===== src/rtl/mem_responder_if.sv =====
// mem_responder_if: strobe-protocol memory bus; master drives addr/data_in/write/read/clear_req, slave returns data_out/rd_valid/busy/err/wr_count/rd_count
interface mem_responder_if #(
  parameter int ADDR_W = 5,
  parameter int DATA_W = 8,
  parameter int CNT_W  = 16
);
  logic [ADDR_W-1:0] addr;
  logic [DATA_W-1:0] data_in;
  logic              write;
  logic              read;
  logic              clear_req;
  logic [DATA_W-1:0] data_out;
  logic              rd_valid;
  logic              busy;
  logic              err;
  logic [CNT_W-1:0]  wr_count;
  logic [CNT_W-1:0]  rd_count;
  modport master (
    output addr, data_in, write, read, clear_req,
    input  data_out, rd_valid, busy, err, wr_count, rd_count
  );
  modport slave (
    input  addr, data_in, write, read, clear_req,
    output data_out, rd_valid, busy, err, wr_count, rd_count
  );
endinterface


===== src/rtl/mem_responder.sv =====
// mem_responder: 2**ADDR_W x DATA_W sync RAM with registered read valid, sticky protocol err, clear sweep (busy) and saturating wr/rd counters; ports clk, rst_n, bus (mem_responder_if.slave)
module mem_responder #(
  parameter int ADDR_W = 5,
  parameter int DATA_W = 8,
  parameter int CNT_W  = 16
) (
  input logic             clk,
  input logic             rst_n,
  mem_responder_if.slave  bus
);
  typedef enum logic {IDLE, CLEAR} state_t;
  state_t            state, state_d;
  logic [ADDR_W-1:0] ptr, ptr_d;
  logic [DATA_W-1:0] mem [0:2**ADDR_W-1];
  logic [DATA_W-1:0] data_out;
  logic              rd_valid, err;
  logic [CNT_W-1:0]  wr_count, rd_count;
  logic              wr_acc, rd_acc, err_set, mem_we;
  logic [ADDR_W-1:0] mem_wa;
  logic [DATA_W-1:0] mem_wd;
  always_comb begin
    state_d = state;
    ptr_d   = ptr;
    wr_acc  = 1'b0;
    rd_acc  = 1'b0;
    err_set = bus.read | bus.write;
    if (state == IDLE) begin
      if (bus.clear_req) begin
        state_d = CLEAR;
        ptr_d   = '0;
      end else if (!(bus.read && bus.write)) begin
        wr_acc  = bus.write;
        rd_acc  = bus.read;
        err_set = 1'b0;
      end
    end else begin
      ptr_d   = ptr + 1'b1;
      state_d = ptr == '1 ? IDLE : CLEAR;
    end
  end
  assign mem_we = wr_acc | (state == CLEAR);
  assign mem_wa = state == CLEAR ? ptr : bus.addr;
  assign mem_wd = state == CLEAR ? '0 : bus.data_in;
  always_ff @(posedge clk) begin
    if (mem_we) mem[mem_wa] <= mem_wd;
  end
  always_ff @(posedge clk or negedge rst_n) begin
    if (!rst_n) begin
      state    <= IDLE;
      ptr      <= '0;
      data_out <= '0;
      rd_valid <= 1'b0;
      err      <= 1'b0;
      wr_count <= '0;
      rd_count <= '0;
    end else begin
      state    <= state_d;
      ptr      <= ptr_d;
      rd_valid <= rd_acc;
      err      <= err | err_set;
      if (rd_acc) data_out <= mem[bus.addr];
      if (wr_acc && wr_count != '1) wr_count <= wr_count + 1'b1;
      if (rd_acc && rd_count != '1) rd_count <= rd_count + 1'b1;
    end
  end
  assign bus.data_out = data_out;
  assign bus.rd_valid = rd_valid;
  assign bus.busy     = state == CLEAR;
  assign bus.err      = err;
  assign bus.wr_count = wr_count;
  assign bus.rd_count = rd_count;
endmodule


===== src/flat_wrapper.sv =====
// flat-port wrapper written by rule: the top's interface ports become plain ports
module mem_responder_flat 
#(
  parameter int ADDR_W = 5,
  parameter int DATA_W = 8,
  parameter int CNT_W  = 16
)
  (clk, rst_n, bus_addr, bus_data_in, bus_write, bus_read, bus_clear_req, bus_data_out, bus_rd_valid, bus_busy, bus_err, bus_wr_count, bus_rd_count);
  mem_responder_if #(.ADDR_W(ADDR_W), .DATA_W(DATA_W), .CNT_W(CNT_W)) bus_i ();
  input logic clk;
  input logic rst_n;
  input wire logic [$bits(bus_i.addr)-1:0] bus_addr;
  input wire logic [$bits(bus_i.data_in)-1:0] bus_data_in;
  input wire logic [$bits(bus_i.write)-1:0] bus_write;
  input wire logic [$bits(bus_i.read)-1:0] bus_read;
  input wire logic [$bits(bus_i.clear_req)-1:0] bus_clear_req;
  output wire logic [$bits(bus_i.data_out)-1:0] bus_data_out;
  output wire logic [$bits(bus_i.rd_valid)-1:0] bus_rd_valid;
  output wire logic [$bits(bus_i.busy)-1:0] bus_busy;
  output wire logic [$bits(bus_i.err)-1:0] bus_err;
  output wire logic [$bits(bus_i.wr_count)-1:0] bus_wr_count;
  output wire logic [$bits(bus_i.rd_count)-1:0] bus_rd_count;
  assign bus_i.addr = bus_addr;
  assign bus_i.data_in = bus_data_in;
  assign bus_i.write = bus_write;
  assign bus_i.read = bus_read;
  assign bus_i.clear_req = bus_clear_req;
  assign bus_data_out = bus_i.data_out;
  assign bus_rd_valid = bus_i.rd_valid;
  assign bus_busy = bus_i.busy;
  assign bus_err = bus_i.err;
  assign bus_wr_count = bus_i.wr_count;
  assign bus_rd_count = bus_i.rd_count;
  mem_responder #(.ADDR_W(ADDR_W), .DATA_W(DATA_W), .CNT_W(CNT_W)) u_core (.clk(clk), .rst_n(rst_n), .bus(bus_i));
endmodule

===== config.mk =====
export PLATFORM = sky130hd
export DESIGN_NAME = mem_responder_flat
export DESIGN_NICKNAME = d
export VERILOG_FILES = /design/src/rtl/mem_responder_if.sv /design/src/rtl/mem_responder.sv /design/src/flat_wrapper.sv
export SDC_FILE = /design/constraint.sdc
export NUM_CORES = 1
export LEC_CHECK = 0
export ABC_AREA = 1
export CORE_MARGIN = 2
export CORE_UTILIZATION = 57
export CTS_CLUSTER_DIAMETER = 150
export DETAILED_ROUTE_END_ITERATION = 8
export DONT_BUFFER_PORTS = 1
export PLACE_DENSITY = 0.75
export REMOVE_ABC_BUFFERS = 1
export SLEW_MARGIN = 0
export SYNTH_ARGS = -nofsm -noshare
export SYNTH_HDL_FRONTEND = slang
export SYNTH_SLANG_ARGS = --single-unit

===== constraint.sdc =====
create_clock -name clk -period 2.1 [get_ports clk]
set_clock_uncertainty 0.05 [all_clocks]
set_input_delay 0.63 -clock clk [delete_from_list [all_inputs] [get_ports clk]]
set_output_delay 0.63 -clock clk [all_outputs]
set_load 0.03 [all_outputs]

* Yosys cells after proc, flatten, opt, wreduce, memory -nomap -nowiden
Memory sizes are Yosys's and may differ from the RTL's. A register that Yosys moved wholly into a read port is not among the register bits.
Cells that the tools add are included.
Widths: inputs -> output; s select.
** Storage, ports and cells
- Flip-flop bits (word level) :: 40
- Bits in writable memories :: 256
- Bits of input ports :: 18
- Logic and storage cells :: 39
- Memories :: 1
** Operators by class
- Add/subtract/negate cells :: 3
- Equal/unequal tests :: 3
- Muxes and demuxes :: 18
- Bitwise gates (word level) :: 3
- Reduce and logical (&&, ||, !) cells :: 5
** Memory list
- u_core.mem :: words 32, width 8, read ports 1, clocked after Yosys merged registers in 1, write ports 1, line mem_responder.sv:14 : logic [DATA_W-1:0] mem [0:2**ADDR_W-1];
** Operator list (number)
- $add 16x1->16 const B :: 2
- $ne 16x16->1 const B :: 2
- $mux 5 :: 3
- $mux 1 :: 14
- $mux 8 :: 1
- $add 5x1->5 const B :: 1
- $eq 5x5->1 const B :: 1
- $logic_and 1x1->1 :: 3
- $or 1x1->1 :: 3
- $reduce_bool 2->1 :: 1
- $logic_not 1->1 :: 1

* Logic depth before layout (Yosys ltp)
Gate-level depths: netlist of run 1.
- Word-level depth :: 7
- Gate-level depth with buffers :: 11
- Mapped depth without buffers :: 9

* Least setup slack after synthesis of run 1
No wires, ideal clock.
- Path kind :: input to register
- Start :: input bus_addr[4]
- End :: memory u_core.mem[10][0], enable pin
- Library setup time :: 370 ps
- Data arrival time :: 1768 ps
- Path slack :: -88 ps
- Cell stages on the path :: 6
- Path buffers :: 1
- Path through :: clkbuf_1 o21ai_0 inv_1 nor2_1 nand2_1 nor2_1
** Between the ends
- Cells in the longest elaborated chain, start to end :: 1
** Ends and longest elaborated chain
- from (decl) :: line flat_wrapper.sv:12 : input wire logic [$bits(bus_i.addr)-1:0] bus_addr;
- $mux 5 :: line mem_responder.sv:42 : assign mem_wa = state == CLEAR ? ptr : bus.addr;
- to (decl) :: line mem_responder.sv:14
Every way passes these cells.

* Worst setup path after layout of run 1
- Start :: register u_core.state (netlist: u_core.bus.busy)
- End :: register u_core.rd_count[0] (netlist: u_core.bus.rd_count[0])
** Between the ends
- Cells in the longest elaborated chain, start to end :: 2
** Ends and longest elaborated chain
- from (decl) :: line mem_responder.sv:12 : state_t state, state_d;
- from (signal assigned) :: line mem_responder.sv:57 : state <= state_d;
- $mux 1 :: line mem_responder.sv:27 : if (state == IDLE) begin
- $logic_and 1x1->1 :: line mem_responder.sv:63 : if (rd_acc && rd_count != '1) rd_count <= rd_count + 1'b1;
- to (signal assigned) :: line mem_responder.sv:63
- to (decl) :: line mem_responder.sv:17 : logic [CNT_W-1:0] wr_count, rd_count;
Every way passes these cells.
A chain may end at the register's enable or synchronous reset.

==> results.cfg, run 1 <==
[yosys]
avgSynthCellArea_um2 = 10.7
synthAdderAreaFrac_pct = 0.382
synthDistinctLibCells = 32
ys_seq_area_share_pct = 67.9
synth-seq-cells = 304
synth_compound_area_share_pct = 1.63
synth_xor_area_share_pct = 1.67
synthSimpleGateAreaFrac_pct = 24.7
synthTopCellsByArea = edfxtp_1 (59%), nand2_1 (12%), dfrtp_1 (9.2%)
netlist_area_mm2 = 0.0131
synth_ff_type = edfxtp_1
synth_mux_area_share_pct = 0
synth_top_family_by_area = simple AND/OR/NAND/NOR gates
yosys.area.top_type = edfxtp_1
synth_top_area_share_pct = 58.7
synth_warnings = 0
synth_edf_count = 256
synth_cells = 1228
synthArstFlopShare_pct = 15.8

[timing]
setup_tns_ps = 0
drv_slew = 0
rsz0062_at_grt = false
period_needed_ps = 2000
period_share_pct = 95.1
final_hold_viol_count = 0
slew_headroom_pct = 67.3
fmaxAchievable_mhz = 501
setup_ws_ps = 103
setup_viol = 0
hold_slack_ps = 197
worst_pin_slew_ps = 490

[critical_path]
slowest_stage = dfrtp_2
timing.rr.start = u_core.bus.busy$_DFF_PN0_
critPathRequiredTime_ps = 2510
endpoint = u_core.bus.rd_count[0]$_DFFE_PN0P_
path_buf_inv = 2
rrSetupSlack_ps = 100
critPathLaunchType = flop
path_delay_family = simple AND/OR/NAND/NOR gates
ff2ff_path_depth = 7
arrival_ps = 2410
end_kind = flop
slowest_delay_ps = 460
cp_max_fo = 27
reg2reg_to = u_core.bus.rd_count[0]$_DFFE_PN0P_
crit_path_start = u_core.bus.busy$_DFF_PN0_
crit_chain = buf_4 > nor2_4 > inv_2 > nor3_4 > nand2_2 > nand2_8 > xor2_1
criticalPathCategory = flop to flop
path_depth = 7

[power]
vdd_drop_max_mv = 0.623
intPower_w = 0.0120
p_switching_w = 0.00542
power_w = 0.0175
power.density_mw_per_mm2 = 1170
p_leak_nw = 5.96
clkPwrFrac_pct = 28.6
pwr-share-comb_pct = 22.9
sw_frac_of_total_pct = 31.0
power_frac_seq_pct = 48.4

[routing]
ant_nets = 0
via_count = 9143
drt_pass1_iterations = 5
wl_per_cell_um = 19.0
first_iter_violations = 910
wl_mm = 30.5
drc = 0
vias_per_cell = 5.69

[run_status]
status = complete, no violations

[grt]
grt_max_degree = 130
grtUsageTotal_pct = 25.4
antenna_found_initial = 0
grt_pass1_vias = 8919
grt_overflow_total = 0
grt_pass1_wl_mm = 47.6

[finish]
layout_commonest_cell = nand2_1
area_delta_synth_final_pct = 14.0
drive_gt1_share_pct = 14.0
layout.nets = 1322
antennaDiodeCount = 0
layout_common_cells = nand2_1 (413), edfxtp_1 (256), nand3_1 (235), buf_4 (95), inv_1 (50)
fin_area_mm2 = 0.0149

[floorplan]
fp.coreArea_mm2 = 0.0226
die_y_um = 156
pin_count = 61
rows = 55
die_w_um = 156
start_util_pct = 58.0
dieArea_mm2 = 0.0242

[clocking]
cts_sinks = 304
clock_path_buffers = 3
insertion_delay_ps = 550
cts_root_buffer = clkbuf_16
cts_buffers = 30
h-tree-depth = 1
clk_pin_slew_worst_paths_ps = 60
cts_tree = yes

[place]
dp_hpwl_mm = 18.4
io_buffer_count = 0
dpl_cell_area_mm2 = 0.0140
place_ws_ps = -215
gp_congestion = 0.881

[min_path]
hp-start = bus_write
hp-class = primary input to flop

[flow_run]
max_cap_viol_count = 0
cell type report:
class	count	area, um^2
flip-flops and latches	304	8890
fillers	1673	7650
multi-input cells	810	3750
clock buffers	41	823
repair buffers	100	811
well taps	285	357
inverters	54	204
clock inverters	14	87.6
cells by family (layout without fill, tap and decap cells):
logic type      Yosys count  in the layout
xor+xnor                 25             25
flops                   304            304
compound gates           32             32
simple gates            749            749
fa+ha+maj                 4              4
buf+inv                 114            209
registers in the layout (all words and copies together) (netlist names):
name	flops
u_core.mem	256
u_core.ptr	5
u_core.bus.err	1
u_core.bus.rd_count	16
u_core.bus.data_out	8
u_core.bus.rd_valid	1
u_core.bus.wr_count	16
u_core.bus.busy	1
metal layers:
metal / vias to the layer above / wire, um / GRT usage, %
met5: - / 0 / 0
met4: 0 / 845 / 8.08
met3: 58 / 1970 / 3.70
met2: 338 / 15100 / 42.8
met1: 4419 / 12500 / 34.6
li1: 4328 / - / -
power by group through the flow:
| stage | registers, W | clock network (W) | logic, W |
|---|---|---|---|
| finish | 0.00846 | 0.00500 | 0.00401 |
| global route | 0.00854 | 0.00530 | 0.00437 |
| CTS | 0.00845 | 0.00506 | 0.00398 |
| detailed placement | 0.00857 | 0 | 0.00390 |
| global placement | 0.00853 | 0 | 0.00379 |
| floorplan | 0.00881 | 0 | 0.00194 |
synth_stat cells (3+ instances only):
library cell  instances
inv_1                51
nand3_1             235
clkbuf_1             15
ha_1                  4
nor3_1               13
edfxtp_1            256
nor2_1               62
dfrtp_1              48
buf_1                 8
o21ai_2              12
o21ai_0              16
nand4_1              10
buf_2                34
nand2_2               3
nand2_1             414
xor2_1               22
inv_2                 3
xnor2_1               3
timing repair:
action	4_1_cts	5_1_grt
gates cloned	0	0
gates resized for setup	3	7
buffers inserted	0	0
setup endpoints to repair	14	177
hold buffers	2	0
hold endpoints to repair	48	0
per-stage QoR:
stage,cells,utilization [%]
floorplan,1168,-
global placement,1551,61.8
detailed placement,1551,61.8
CTS,1608,66.1
global route,1608,66.1
finish,1608,66.1
worst min-delay path by stage:
stage / to / depth (start not counted) / slack [ps]
final: u_core.bus.err$_DFF_PN0_ / 2 / 200
after floorplan: u_core.bus.busy$_DFF_PN0_ / 0 / 280
after global routing: u_core.bus.err$_DFF_PN0_ / 2 / 180
after global placement: u_core.bus.rd_count[12]$_DFFE_PN0P_ / 0 / 290
after CTS: u_core.bus.err$_DFF_PN0_ / 2 / 170
after detailed placement: u_core.bus.rd_count[12]$_DFFE_PN0P_ / 0 / 290
Power figures use the tool's default switching activity.
==> run 2, diff against run 1 <==
CORE_UTILIZATION = 63   (was 57)
PLACE_DENSITY = 0.79   (was 0.75)
clock period = 1.92 ns   (was 2.1 ns; I/O delays follow)
==> results.cfg, run 2 (synthesis results as in run 1) <==
[timing]
setup_viol = 2
period_share_pct = 101
drv_slew = 0
slew_headroom_pct = 69.1
setup_ws_ps = -15.6
fmaxAchievable_mhz = 517
worst_pin_slew_ps = 460
hold_slack_ps = 135
period_needed_ps = 1940
rsz0062_at_grt = true
final_hold_viol_count = 0

[critical_path]
reg2reg_to = u_core.bus.rd_count[6]$_DFFE_PN0P_
ff2ff_path_depth = 12
end_kind = flop
slowest_delay_ps = 400
slowest_stage = dfrtp_2
timing.rr.start = u_core.bus.busy$_DFF_PN0_
rrSetupSlack_ps = -20
critPathLaunchType = flop
crit_path_start = u_core.bus.busy$_DFF_PN0_
path_buf_inv = 6
critPathRequiredTime_ps = 2350
criticalPathCategory = flop to flop
arrival_ps = 2360
endpoint = u_core.bus.rd_count[6]$_DFFE_PN0P_
crit_chain = buf_4 > buf_4 > nor2_4 > inv_2 > nor3_4 > buf_6 > buf_6 > nand2_4 > nand2_8 > buf_12 > nand2_1 > o21ai_2
cp_max_fo = 8
path_delay_family = buffers and inverters
path_depth = 12

[floorplan]
pin_count = 61
die_w_um = 148
start_util_pct = 64.5
die_y_um = 148
rows = 52
dieArea_mm2 = 0.0219
fp.coreArea_mm2 = 0.0203

[clocking]
cts_sinks = 304
cts_root_buffer = clkbuf_16
cts_tree = yes
clock_path_buffers = 3
cts_buffers = 30
insertion_delay_ps = 560
h-tree-depth = 1
clk_pin_slew_worst_paths_ps = 60

[finish]
multi_input_area_mm2 = 0.00380
largest_reg_flops = 256
final-seq-area_mm2 = 0.00889
antennaDiodeCount = 0
reg_top3 = u_core.mem x256, u_core.bus.rd_count x16, u_core.bus.wr_count x16
area_delta_synth_final_pct = 16.4
drive_gt1_share_pct = 16.1
n_fill_cell = 1314
layout_commonest_cell = nand2_1
instances_no_fill = 1599
final_core_util_pct = 75.1
layout_common_cells = nand2_1 (407), edfxtp_1 (256), nand3_1 (234), buf_4 (89), inv_1 (49)
top_register = u_core.mem
layout.nets = 1327

[power]
vdd_drop_max_mv = 1.03
power.density_mw_per_mm2 = 1310
power_w = 0.0200
p_leak_nw = 6.08

[place]
place_ws_ps = -40.9
dpl.cell_count = 1535
io_buffer_count = 0
dp_hpwl_mm = 18.3
gp_congestion = 0.894

[routing]
ant_nets = 0
wl_per_cell_um = 19.5
via_count = 9329
first_iter_violations = 954
vias_per_cell = 5.83
drc = 0
drt_pass1_iterations = 6
wl_mm = 31.2

[flow_run]
max_cap_viol_count = 0

[grt]
grt_pass1_vias = 9041
grt_overflow_total = 0
grt_max_degree = 130
antenna_found_initial = 0
grt_pass1_wl_mm = 47.2
grtUsageTotal_pct = 28.1

[min_path]
hp-class = primary input to flop

[run_status]
status = complete, but fails checks
violations = setup timing
==> run 2: per-stage QoR <==
stage	TNS [ps]	instance area, um^2
after CTS	0	15100
after floorplan	-266310	12800
final	-24.9	15200
after global routing	-706	15200
after global placement	0	14000
after detailed placement	-405	14000
==> run 2: area by class of cell <==
cell class,instances,area share [%]
clock buffer,42,5.89
clock inverter,14,1.03
inverter,54,1.34
multi-input combinational,810,24.9
sequential,304,58.4
tap,270,2.22
timing repair buffer,105,6.25
==> run 2: worst min-delay path by stage <==
stage	slack (ps)	to	start	depth (start not counted)
final	140	u_core.bus.err$_DFF_PN0_	bus_write	2
after global routing	140	u_core.bus.err$_DFF_PN0_	bus_write	2
after CTS	120	u_core.bus.err$_DFF_PN0_	bus_write	2
after detailed placement	230	u_core.bus.rd_count[12]$_DFFE_PN0P_	rst_n	0
after global placement	230	u_core.bus.rd_count[12]$_DFFE_PN0P_	rst_n	0
after floorplan	230	u_core.bus.busy$_DFF_PN0_	rst_n	0
==> run 2: power by group <==
group          switching, W  leakage [nW]  internal (W)
Combinational       0.00318          2.61       0.00153
Clock               0.00244         0.503       0.00365
Sequential         0.000637          2.97       0.00857
==> run 2: timing repair <==
item	4_1_cts	5_1_grt
gates resized for setup	2	35
endpoints found under the setup margin	35	218
gates cloned	0	2
buffers inserted	0	4
pin swaps	0	2
hold endpoints to repair	48	0
hold buffers	2	0
==> run 2: metal layers <==
layer,track usage [%],share of wire (%),vias to the layer above
met2,44.2,48,469
met1,40.1,40,4457
li1,-,-,4344
met3,5.83,11,59
met4,9.00,2.1,0
met5,0,0,-
